--- config.mk ---
export PLATFORM = sky130hd
export DESIGN_NAME = board_receiver
export DESIGN_NICKNAME = d
export VERILOG_FILES = /design/src/rtl/board_receiver.sv
export SDC_FILE = /design/constraint.sdc
export NUM_CORES = 1
export LEC_CHECK = 0
export BUFFER_PORTS_ARGS = -buffer_cell sky130_fd_sc_hd__buf_2
export CORE_MARGIN = 2
export CORE_UTILIZATION = 54
export CTS_CLUSTER_SIZE = 24
export DETAILED_ROUTE_END_ITERATION = 10
export PLACE_DENSITY = 0.72
export SYNTH_ARGS = -nofsm -noshare
export SYNTH_HDL_FRONTEND = slang
export SYNTH_SLANG_ARGS = --single-unit
--- constraint.sdc ---
create_clock -name clk -period 5.4 [get_ports clk]
set_input_delay 0.81 -clock clk [delete_from_list [all_inputs] [get_ports clk]]
set_output_delay 0.81 -clock clk [all_outputs]
set_load 0.005 [all_outputs]
--- src/rtl/board_receiver.sv ---
// Receive-side board decoder: pairs PC-link bytes into 16-bit messages and
// rebuilds the board bitmap (MAX_COLS-strided), dimensions and error/valid pulses.
module board_receiver #(
  parameter int unsigned MAX_ROWS = 11,
  parameter int unsigned MAX_COLS = 11
) (
  input  logic                                clk,
  input  logic                                rst,
  input  logic                                valid_in,
  input  logic [7:0]                          byte_in,
  output logic [MAX_ROWS*MAX_COLS-1:0]        board,
  output logic [$clog2(MAX_ROWS)-1:0]         m,
  output logic [$clog2(MAX_COLS)-1:0]         n,
  output logic                                valid_out,
  output logic                                error,
  output logic                                busy
);

  localparam int unsigned CELLS = MAX_ROWS * MAX_COLS;
  localparam int unsigned MW    = $clog2(MAX_ROWS);
  localparam int unsigned NW    = $clog2(MAX_COLS);
  localparam int unsigned RW    = $clog2(MAX_ROWS + 1);
  localparam int unsigned CW    = $clog2(MAX_COLS + 1);
  localparam int unsigned BW    = $clog2(CELLS + 1);
  localparam int unsigned IW    = 12;

  localparam logic [1:0] IDLE     = 2'd0;
  localparam logic [1:0] GET_N    = 2'd1;
  localparam logic [1:0] ASSIGN   = 2'd2;
  localparam logic [1:0] WAIT_END = 2'd3;

  localparam logic [2:0] FLAG_START = 3'b111;
  localparam logic [2:0] FLAG_AND   = 3'b101;
  localparam logic [2:0] FLAG_END   = 3'b000;

  logic [1:0]       state, state_d;
  logic             phase, phase_d;
  logic [7:0]       lo_byte, lo_byte_d;
  logic [IW-1:0]    wm, wm_d, wn, wn_d, expected, expected_d;
  logic [RW-1:0]    row, row_d;
  logic [CW-1:0]    col, col_d;
  logic [BW-1:0]    row_base, row_base_d;
  logic [CELLS-1:0] wbits, wbits_d;
  logic [CELLS-1:0] board_d;
  logic [MW-1:0]    m_d;
  logic [NW-1:0]    n_d;
  logic             valid_d, error_d;

  logic [15:0]      word;
  logic [2:0]       flag;
  logic [IW-1:0]    idx;
  logic             val;
  logic             hi_accept;
  logic [BW-1:0]    cell_idx;
  logic             last_cell;

  assign word      = {byte_in, lo_byte};
  assign flag      = word[15:13];
  assign idx       = word[12:1];
  assign val       = word[0];
  assign hi_accept = valid_in && phase;
  assign cell_idx  = row_base + BW'(col);
  assign last_cell = (IW'(row) == wm - IW'(1)) && (IW'(col) == wn - IW'(1));

  // Derived purely from flops: in a message or holding a low byte
  assign busy = (state != IDLE) || phase;

  always_ff @(posedge clk) begin
    if (rst) begin
      state     <= IDLE;
      phase     <= 1'b0;
      lo_byte   <= '0;
      wm        <= '0;
      wn        <= '0;
      expected  <= '0;
      row       <= '0;
      col       <= '0;
      row_base  <= '0;
      wbits     <= '0;
      board     <= '0;
      m         <= '0;
      n         <= '0;
      valid_out <= 1'b0;
      error     <= 1'b0;
    end else begin
      state     <= state_d;
      phase     <= phase_d;
      lo_byte   <= lo_byte_d;
      wm        <= wm_d;
      wn        <= wn_d;
      expected  <= expected_d;
      row       <= row_d;
      col       <= col_d;
      row_base  <= row_base_d;
      wbits     <= wbits_d;
      board     <= board_d;
      m         <= m_d;
      n         <= n_d;
      valid_out <= valid_d;
      error     <= error_d;
    end
  end

  // Next-state and working-register update; decode only on the high byte
  always_comb begin
    state_d    = state;
    phase_d    = phase;
    lo_byte_d  = lo_byte;
    wm_d       = wm;
    wn_d       = wn;
    expected_d = expected;
    row_d      = row;
    col_d      = col;
    row_base_d = row_base;
    wbits_d    = wbits;
    board_d    = board;
    m_d        = m;
    n_d        = n;
    valid_d    = 1'b0;
    error_d    = 1'b0;

    if (valid_in) begin
      phase_d = ~phase;
      if (!phase) lo_byte_d = byte_in;
    end

    if (hi_accept) begin
      case (state)
        IDLE: begin
          if (flag == FLAG_START) begin
            wm_d    = idx;
            wbits_d = '0;
            state_d = GET_N;
          end
        end
        GET_N: begin
          if (flag == FLAG_START) begin
            wn_d = idx;
            if (wm == '0 || wm > IW'(MAX_ROWS) || idx == '0 || idx > IW'(MAX_COLS)) begin
              error_d = 1'b1;
              state_d = IDLE;
            end else begin
              row_d      = '0;
              col_d      = '0;
              row_base_d = '0;
              expected_d = '0;
              state_d    = ASSIGN;
            end
          end else begin
            error_d = 1'b1;
            state_d = IDLE;
          end
        end
        ASSIGN: begin
          if (flag == FLAG_AND && idx == expected) begin
            wbits_d[cell_idx] = val;
            expected_d        = expected + IW'(1);
            if (IW'(col) < wn - IW'(1)) begin
              col_d = col + CW'(1);
            end else begin
              col_d      = '0;
              row_d      = row + RW'(1);
              row_base_d = row_base + BW'(MAX_COLS);
            end
            if (last_cell) state_d = WAIT_END;
          end else begin
            error_d = 1'b1;
            state_d = IDLE;
          end
        end
        WAIT_END: begin
          if (flag == FLAG_END) begin
            board_d = wbits;
            m_d     = MW'(wm);
            n_d     = NW'(wn);
            valid_d = 1'b1;
          end else begin
            error_d = 1'b1;
          end
          state_d = IDLE;
        end
        default: state_d = IDLE;
      endcase
    end
  end

endmodule

Word-level counts from Yosys, hierarchy flattened:

Cells that the tools add are included.

* bits in registers: 314
* bits in latches: 0
* bits in writable memories: 0
* ROM bits: 0
* input bits: 11
* output and inout bits: 132
* memories kept: 0

* $add $sub $neg: 7
* multipliers: 0
* divide/modulo/power cells: 0
* magnitude comparators: 5
* equal/unequal tests: 14
* shifts and indexed selects: 0
* mux-type cells: 35
* bitwise operators: 3
* reductions and logical operators: 25

Operators by type and width (count)
* $mux W121: 2
* $pmux W121 S2: 1
* $bwmux W121: 1
* $mux W12: 3
* $mux W7: 4
* $eq A4 B12 Y1: 2
* $gt A12 B4 Y1 const B: 2
* $logic_not A12 Y1: 2
* $mux W4: 6
* $pmux W12 S2: 1
* $sub A12 B1 Y12 const B: 2
* $pmux W4 S2: 2
* $pmux W7 S2: 1
* $add A12 B1 Y12 const B: 1
* $eq A12 B12 Y1: 1
* $lt A4 B12 Y1: 1
* $reduce_and A3 Y1: 4
* $mux W2: 5
* $ne A2 B2 Y1 const B: 5
* $add A4 B1 Y4 const B: 2
* $lt A7 B8 Y1 const B: 1
* $pmux W2 S4: 1
* $add A7 B4 Y7: 1
* $add A7 B4 Y7 const B: 1
* other kinds (20): 37

Logic depth before layout (Yosys ltp):

* depth in word-level cells: 8
* depth in mapped cells: 10
* gate-level depth less buffers: 10

Worst setup path before layout:

Ideal clock, no wire load.

* kind: register to register
* start point: reg col[0]
* end point: reg wbits[94]
* setup time: 0.122 ns
* arrival time: 2.658 ns
* required time: 5.278 ns
* slack: 2.620 ns
* cell stages (with the launch flop): 11
* clock period less this slack: 2.780 ns
* cell sequence: dfxtp_1 ha_1 fa_1 a211o_1 a31oi_2 o211ai_1 o31a_1 buf_2 clkbuf_1 o311a_1 a221o_1

* word-level cells in the longest chain between the ends: 8

RTL lines
* from (decl): RTL line 41 `logic [CW-1:0] col, col_d;`
* from (signal assigned): RTL line 93 `col <= col_d;`
* $add A7 B4 Y7 *: RTL line 62 `assign cell_idx = row_base + BW'(col);`
* $lt A7 B8 Y1 (implied by the code) or $ge A7 B1 Y1 (tied branches): RTL line 156 `wbits_d[cell_idx] = val;`
* $logic_and A1 B1 Y1 (implied by the code): RTL line 156
* $mux W1 (implied by the code): RTL line 156
* $demux W1 S7 *: RTL line 156
* $bwmux W121 *: RTL line 156
* $mux W121 *: RTL line 155 `if (flag == FLAG_AND && idx == expected) begin`
* $pmux W121 S2 *: RTL line 128 `case (state)`
* to (signal assigned): RTL line 95 `wbits <= wbits_d;`
* to (decl): RTL line 43 `logic [CELLS-1:0] wbits, wbits_d;`

Mark *: on every way between the ends. The rest lies on a longest branch, timed or not. The select of a mux whose other input is x is not followed.
A chain may end at the register's enable or synchronous reset.

Worst setup path after layout:

* start point: reg col[0]
* end point: reg wbits[25]

Same word-level chain as after synthesis.

==> results by stage <==
Drt:
- Using the TritonRoute via totals, the vias-per-cell ratio works out to 6.42.
- The residual DRC count is 0.
- For this block, the via count after detailed routing is 12.3k.
- The DRC violation total after the first TritonRoute iteration is 1314.
- The final wirelength is 38.0 mm.
- In the final routed layout, each cell accounts on average for approximately 20 um.
- The number of iterations in the first detailed-routing pass is 7.
- The remaining antenna violation count after routing is 0.

Final layout:
- In the final layout, flip-flops and latches occupy 6290 um^2.
- The final antenna diode count is 0.
- The footprint of the multi-input gates is 6670 um^2.
- The number of fill cells in the layout is 2099.
- From synthesis to final layout, the design area changed by 14.3%.
- The final layout contains ~1.6k nets.
- The finished layout holds about 1.9k standard cells, fillers aside.
- Of the cells placed in the final design, the portion with a size suffix greater than 1 is 0.156.

Timing:
- The hold violation count in the final report is 0.
- The setup TNS is 0 ns.
- The number of pins with negative max-slew slack in the final report came to 0.
- The slew of the pin with the lowest slew margin is 1.22 ns.
- Setup violations remaining at the end of the flow were counted as 0.
- Setup repair after global routing left no endpoint under its margin.
- The time the worst path needs with I/O delays and setup is 3.62 ns.
- The worst-case headroom to the max-slew limit is 0.162.
- The worst clock skew on the final layout is 0.0143 ns.
- Of the available clock period, the critical path in the final layout requires 0.670.
- For this run, the top clock speed supported by timing is 276 MHz.

Yosys:
- The gate count of the mapped netlist is approximately 1.5k.
- The count of cell types in the netlist is between 60 and 70.
- In this run, synthesis inferred 0 flip-flops with an integrated enable.
- The async set-reset flop share out of synthesis is 0.
- The combined area of all synthesized cells is around 13000 um^2.
- The post-synthesis net count is 1532.
- Of the synthesized area, sequential elements account for 0.466.
- In the synthesized netlist the dominant register cell turns out to be sky130_fd_sc_hd__dfxtp_1.
- Counting flops and latches in the post-synthesis netlist gives around 310.
- The synthesis warning total is 0.
- Each instance of the synthesized netlist takes up on average 8.97 um^2.

Clock tree:
- In this run the number of H-tree levels came out at 2.
- The number of buffers added for setup after CTS is 0.
- The clock root buffer is sky130_fd_sc_hd__clkbuf_16.
- The clock edge transition at the registers on the reported setup and hold paths is 0.06 ns.
- The buffer depth of the longest clock path is 3.
- Clock tree synthesis found a total of 314 sinks.
- The CTS tree is yes.
- The number of buffers added to fix hold violations after cts is 0.
- The later pin in the worst-skew pair is clocked with a latency of around 0.51 ns.
- In this run, CTS created clock tree buffers numbering 35.
- The number of gates resized after CTS was 0.

Floorplanning:
- The total core area is 24500 um^2.
- Measured along the x axis, the die boundary spans 162 um.
- The count of boundary I/O pins is 143.
- The full die area is 26300 um^2.
- In this run the core area contains 57 standard-cell rows.
- The starting density of the core is 0.552.
- The height of the die is roughly 160 um.

Global route:
- The maximum number of pins on one net before global-route repair is 99.
- The initial antenna violation count was 0.
- The via count of the first global-routing pass is 11.4k.
- The first global-routing pass estimated 60.5 mm of wire.
- The total overflow reported by the global router is 0.
- The overall routing resource usage is 0.280.

Worst setup path:
- The worst setup path is launched from a flip-flop.
- The largest fanout on the critical path is 29.
- The type of the setup path with the least slack is flip-flop to flip-flop.
- The worst setup path is captured at a flip-flop.
- For the worst setup path, the data arrival time is 4.01 ns.
- The endpoint required time on the critical path is ~5.8 ns.

Place:
- At the end of routability-driven placement, the weighted congestion stood at 0.921.
- Input and output buffers added on the ports amount to 142.
- The cell count after placement is roughly 1.9k.
- The wire-length estimate of the detail-placed layout is approximately 23 mm.

Status:
- The flow ran to the end, and the final reports show no timing, DRC or antenna violations.

Pwr:
- The design draws 4.74 mW.
- The maximum VDD drop is 0.223 mV.
- The cell area power density is approximately 310 nW/um^2.
- The static leakage power is 5.83 nW.

Job:
- Max-cap violations in this run came to 0.

Hold path:
- The path class of the tightest hold or removal check is flip-flop to flip-flop.
-- power by group --
group	internal (mW)	leakage (nW)	switching (mW)
Combinational	0.0201	2.75	0.0709
Sequential	2.32	2.53	0.0100
Clock	1.38	0.547	0.933
Total	3.72	5.83	1.01
-- area by class of cell --
type	instances	area share
clock buffers	43	0.0641
clock inverters	11	0.00697
inverters	21	0.00511
multi-input cells	1037	0.433
flip-flops and latches	314	0.407
well taps	324	0.0263
repair buffers	162	0.0576
-- cells in the mapped netlist (19+ instances only) --
master,number,share of area
sky130_fd_sc_hd__nand2_1,320,0.089
sky130_fd_sc_hd__inv_1,21,0.0058
sky130_fd_sc_hd__dfxtp_1,314,0.47
sky130_fd_sc_hd__xnor2_1,19,0.012
sky130_fd_sc_hd__nand3_1,36,0.013
sky130_fd_sc_hd__a21oi_1,168,0.062
sky130_fd_sc_hd__clkbuf_1,101,0.028
sky130_fd_sc_hd__buf_2,31,0.011
sky130_fd_sc_hd__a221o_1,117,0.087
sky130_fd_sc_hd__mux2i_1,22,0.016
sky130_fd_sc_hd__nor2_1,68,0.019
sky130_fd_sc_hd__o311a_1,117,0.087
-- sequential cells by signal, summed over array words and instances, names as in the netlist --
signal,cells
valid_out,1
phase,1
lo_byte,8
row_base,7
wbits,121
col,4
m,4
error,1
board,121
n,4
state,2
row,4
wm,12
wn,12
expected,12
-- final timing paths --
path / endpoint / from / depth (start not counted) / slack [ns]
setup reg to reg: wbits[25] / col[0] / 8 / 1.78
hold reg to reg: board[56] / board[56] / 2 / 0.45
hold / removal: board[56] / board[56] / 2 / 0.45
setup / recovery: wbits[25] / col[0] / 8 / 1.78
-- cells by family (layout without fill, tap and decap cells) --
| kind of cell | Yosys count | after routing | synth area share |
|---|---|---|---|
| buffers and inverters | 154 | 237 | 0.0457 |
| AO/OA/AOI/OAI | 467 | 467 | 0.276 |
| flip-flops | 314 | 314 | 0.466 |
| AND/OR/NAND/NOR | 502 | 502 | 0.161 |
| adder cells (fa/ha/maj) | 16 | 16 | 0.0154 |
| XOR/XNOR | 29 | 29 | 0.0188 |
| multiplexers | 23 | 23 | 0.0171 |
-- routing by layer --
layer,up-vias,routed length [um],global-route usage
met2,550,17100,0.439
met5,-,0,0
met1,5880,16900,0.399
met4,0,1070,0.0929
li1,5748,-,-
met3,98,2950,0.0391
-- worst max-delay path: stages (launching register included) --
cell and delay, ns:
sky130_fd_sc_hd__dfxtp_1 0.36, sky130_fd_sc_hd__ha_1 0.26, sky130_fd_sc_hd__fa_1 0.47, sky130_fd_sc_hd__a211o_1 0.32, sky130_fd_sc_hd__a21oi_1 0.30, sky130_fd_sc_hd__nor2_1 0.11
sky130_fd_sc_hd__nand2_1 0.86, sky130_fd_sc_hd__nor2_1 0.41, sky130_fd_sc_hd__a221o_1 0.43
-- through the flow --
stage | hold WS, ns | setup slack, ns | utilization | cell area, um^2
2_1_floorplan | 0.437 | 2.62 | - | 13500
3_3_place_gp | 0.439 | 1.66 | 0.586 | 14300
3_5_place_dp | 0.443 | 1.61 | 0.586 | 14300
4_1_cts | 0.452 | 1.85 | 0.631 | 15400
5_1_grt | 0.471 | 1.55 | 0.631 | 15400
6_report | 0.450 | 1.78 | 0.631 | 15400
-- cells in the final DEF (no fill, tap or decap), drive strengths merged, types with 3 or more instances in the layout --
cell type | synthesis | routed
o21a | 3 | 3
a2111oi | 6 | 6
nand3 | 36 | 36
mux2i | 22 | 22
a31oi | 4 | 4
xor2 | 10 | 10
o311ai | 4 | 4
o22ai | 4 | 4
o211ai | 6 | 6
nor4 | 8 | 8
and2 | 3 | 3
and3 | 5 | 5
or4 | 4 | 4
buf | 32 | 162
nand3b | 3 | 3
nand4b | 3 | 3
nand2b | 15 | 15
and4 | 3 | 3
a21o | 4 | 4
nand4 | 9 | 9
clkinv | 0 | 8
a211oi | 6 | 6
xnor2 | 19 | 19
nand2 | 320 | 320
nor3 | 14 | 14
nor2 | 69 | 69
a21oi | 168 | 168
inv | 21 | 21
ha | 15 | 15
o21ai | 7 | 7
dfxtp | 314 | 314
nor2b | 3 | 3
o311a | 117 | 117
clkbuf | 101 | 43
a221o | 117 | 117
No activity file was read; power rests on OpenSTA's default activity.
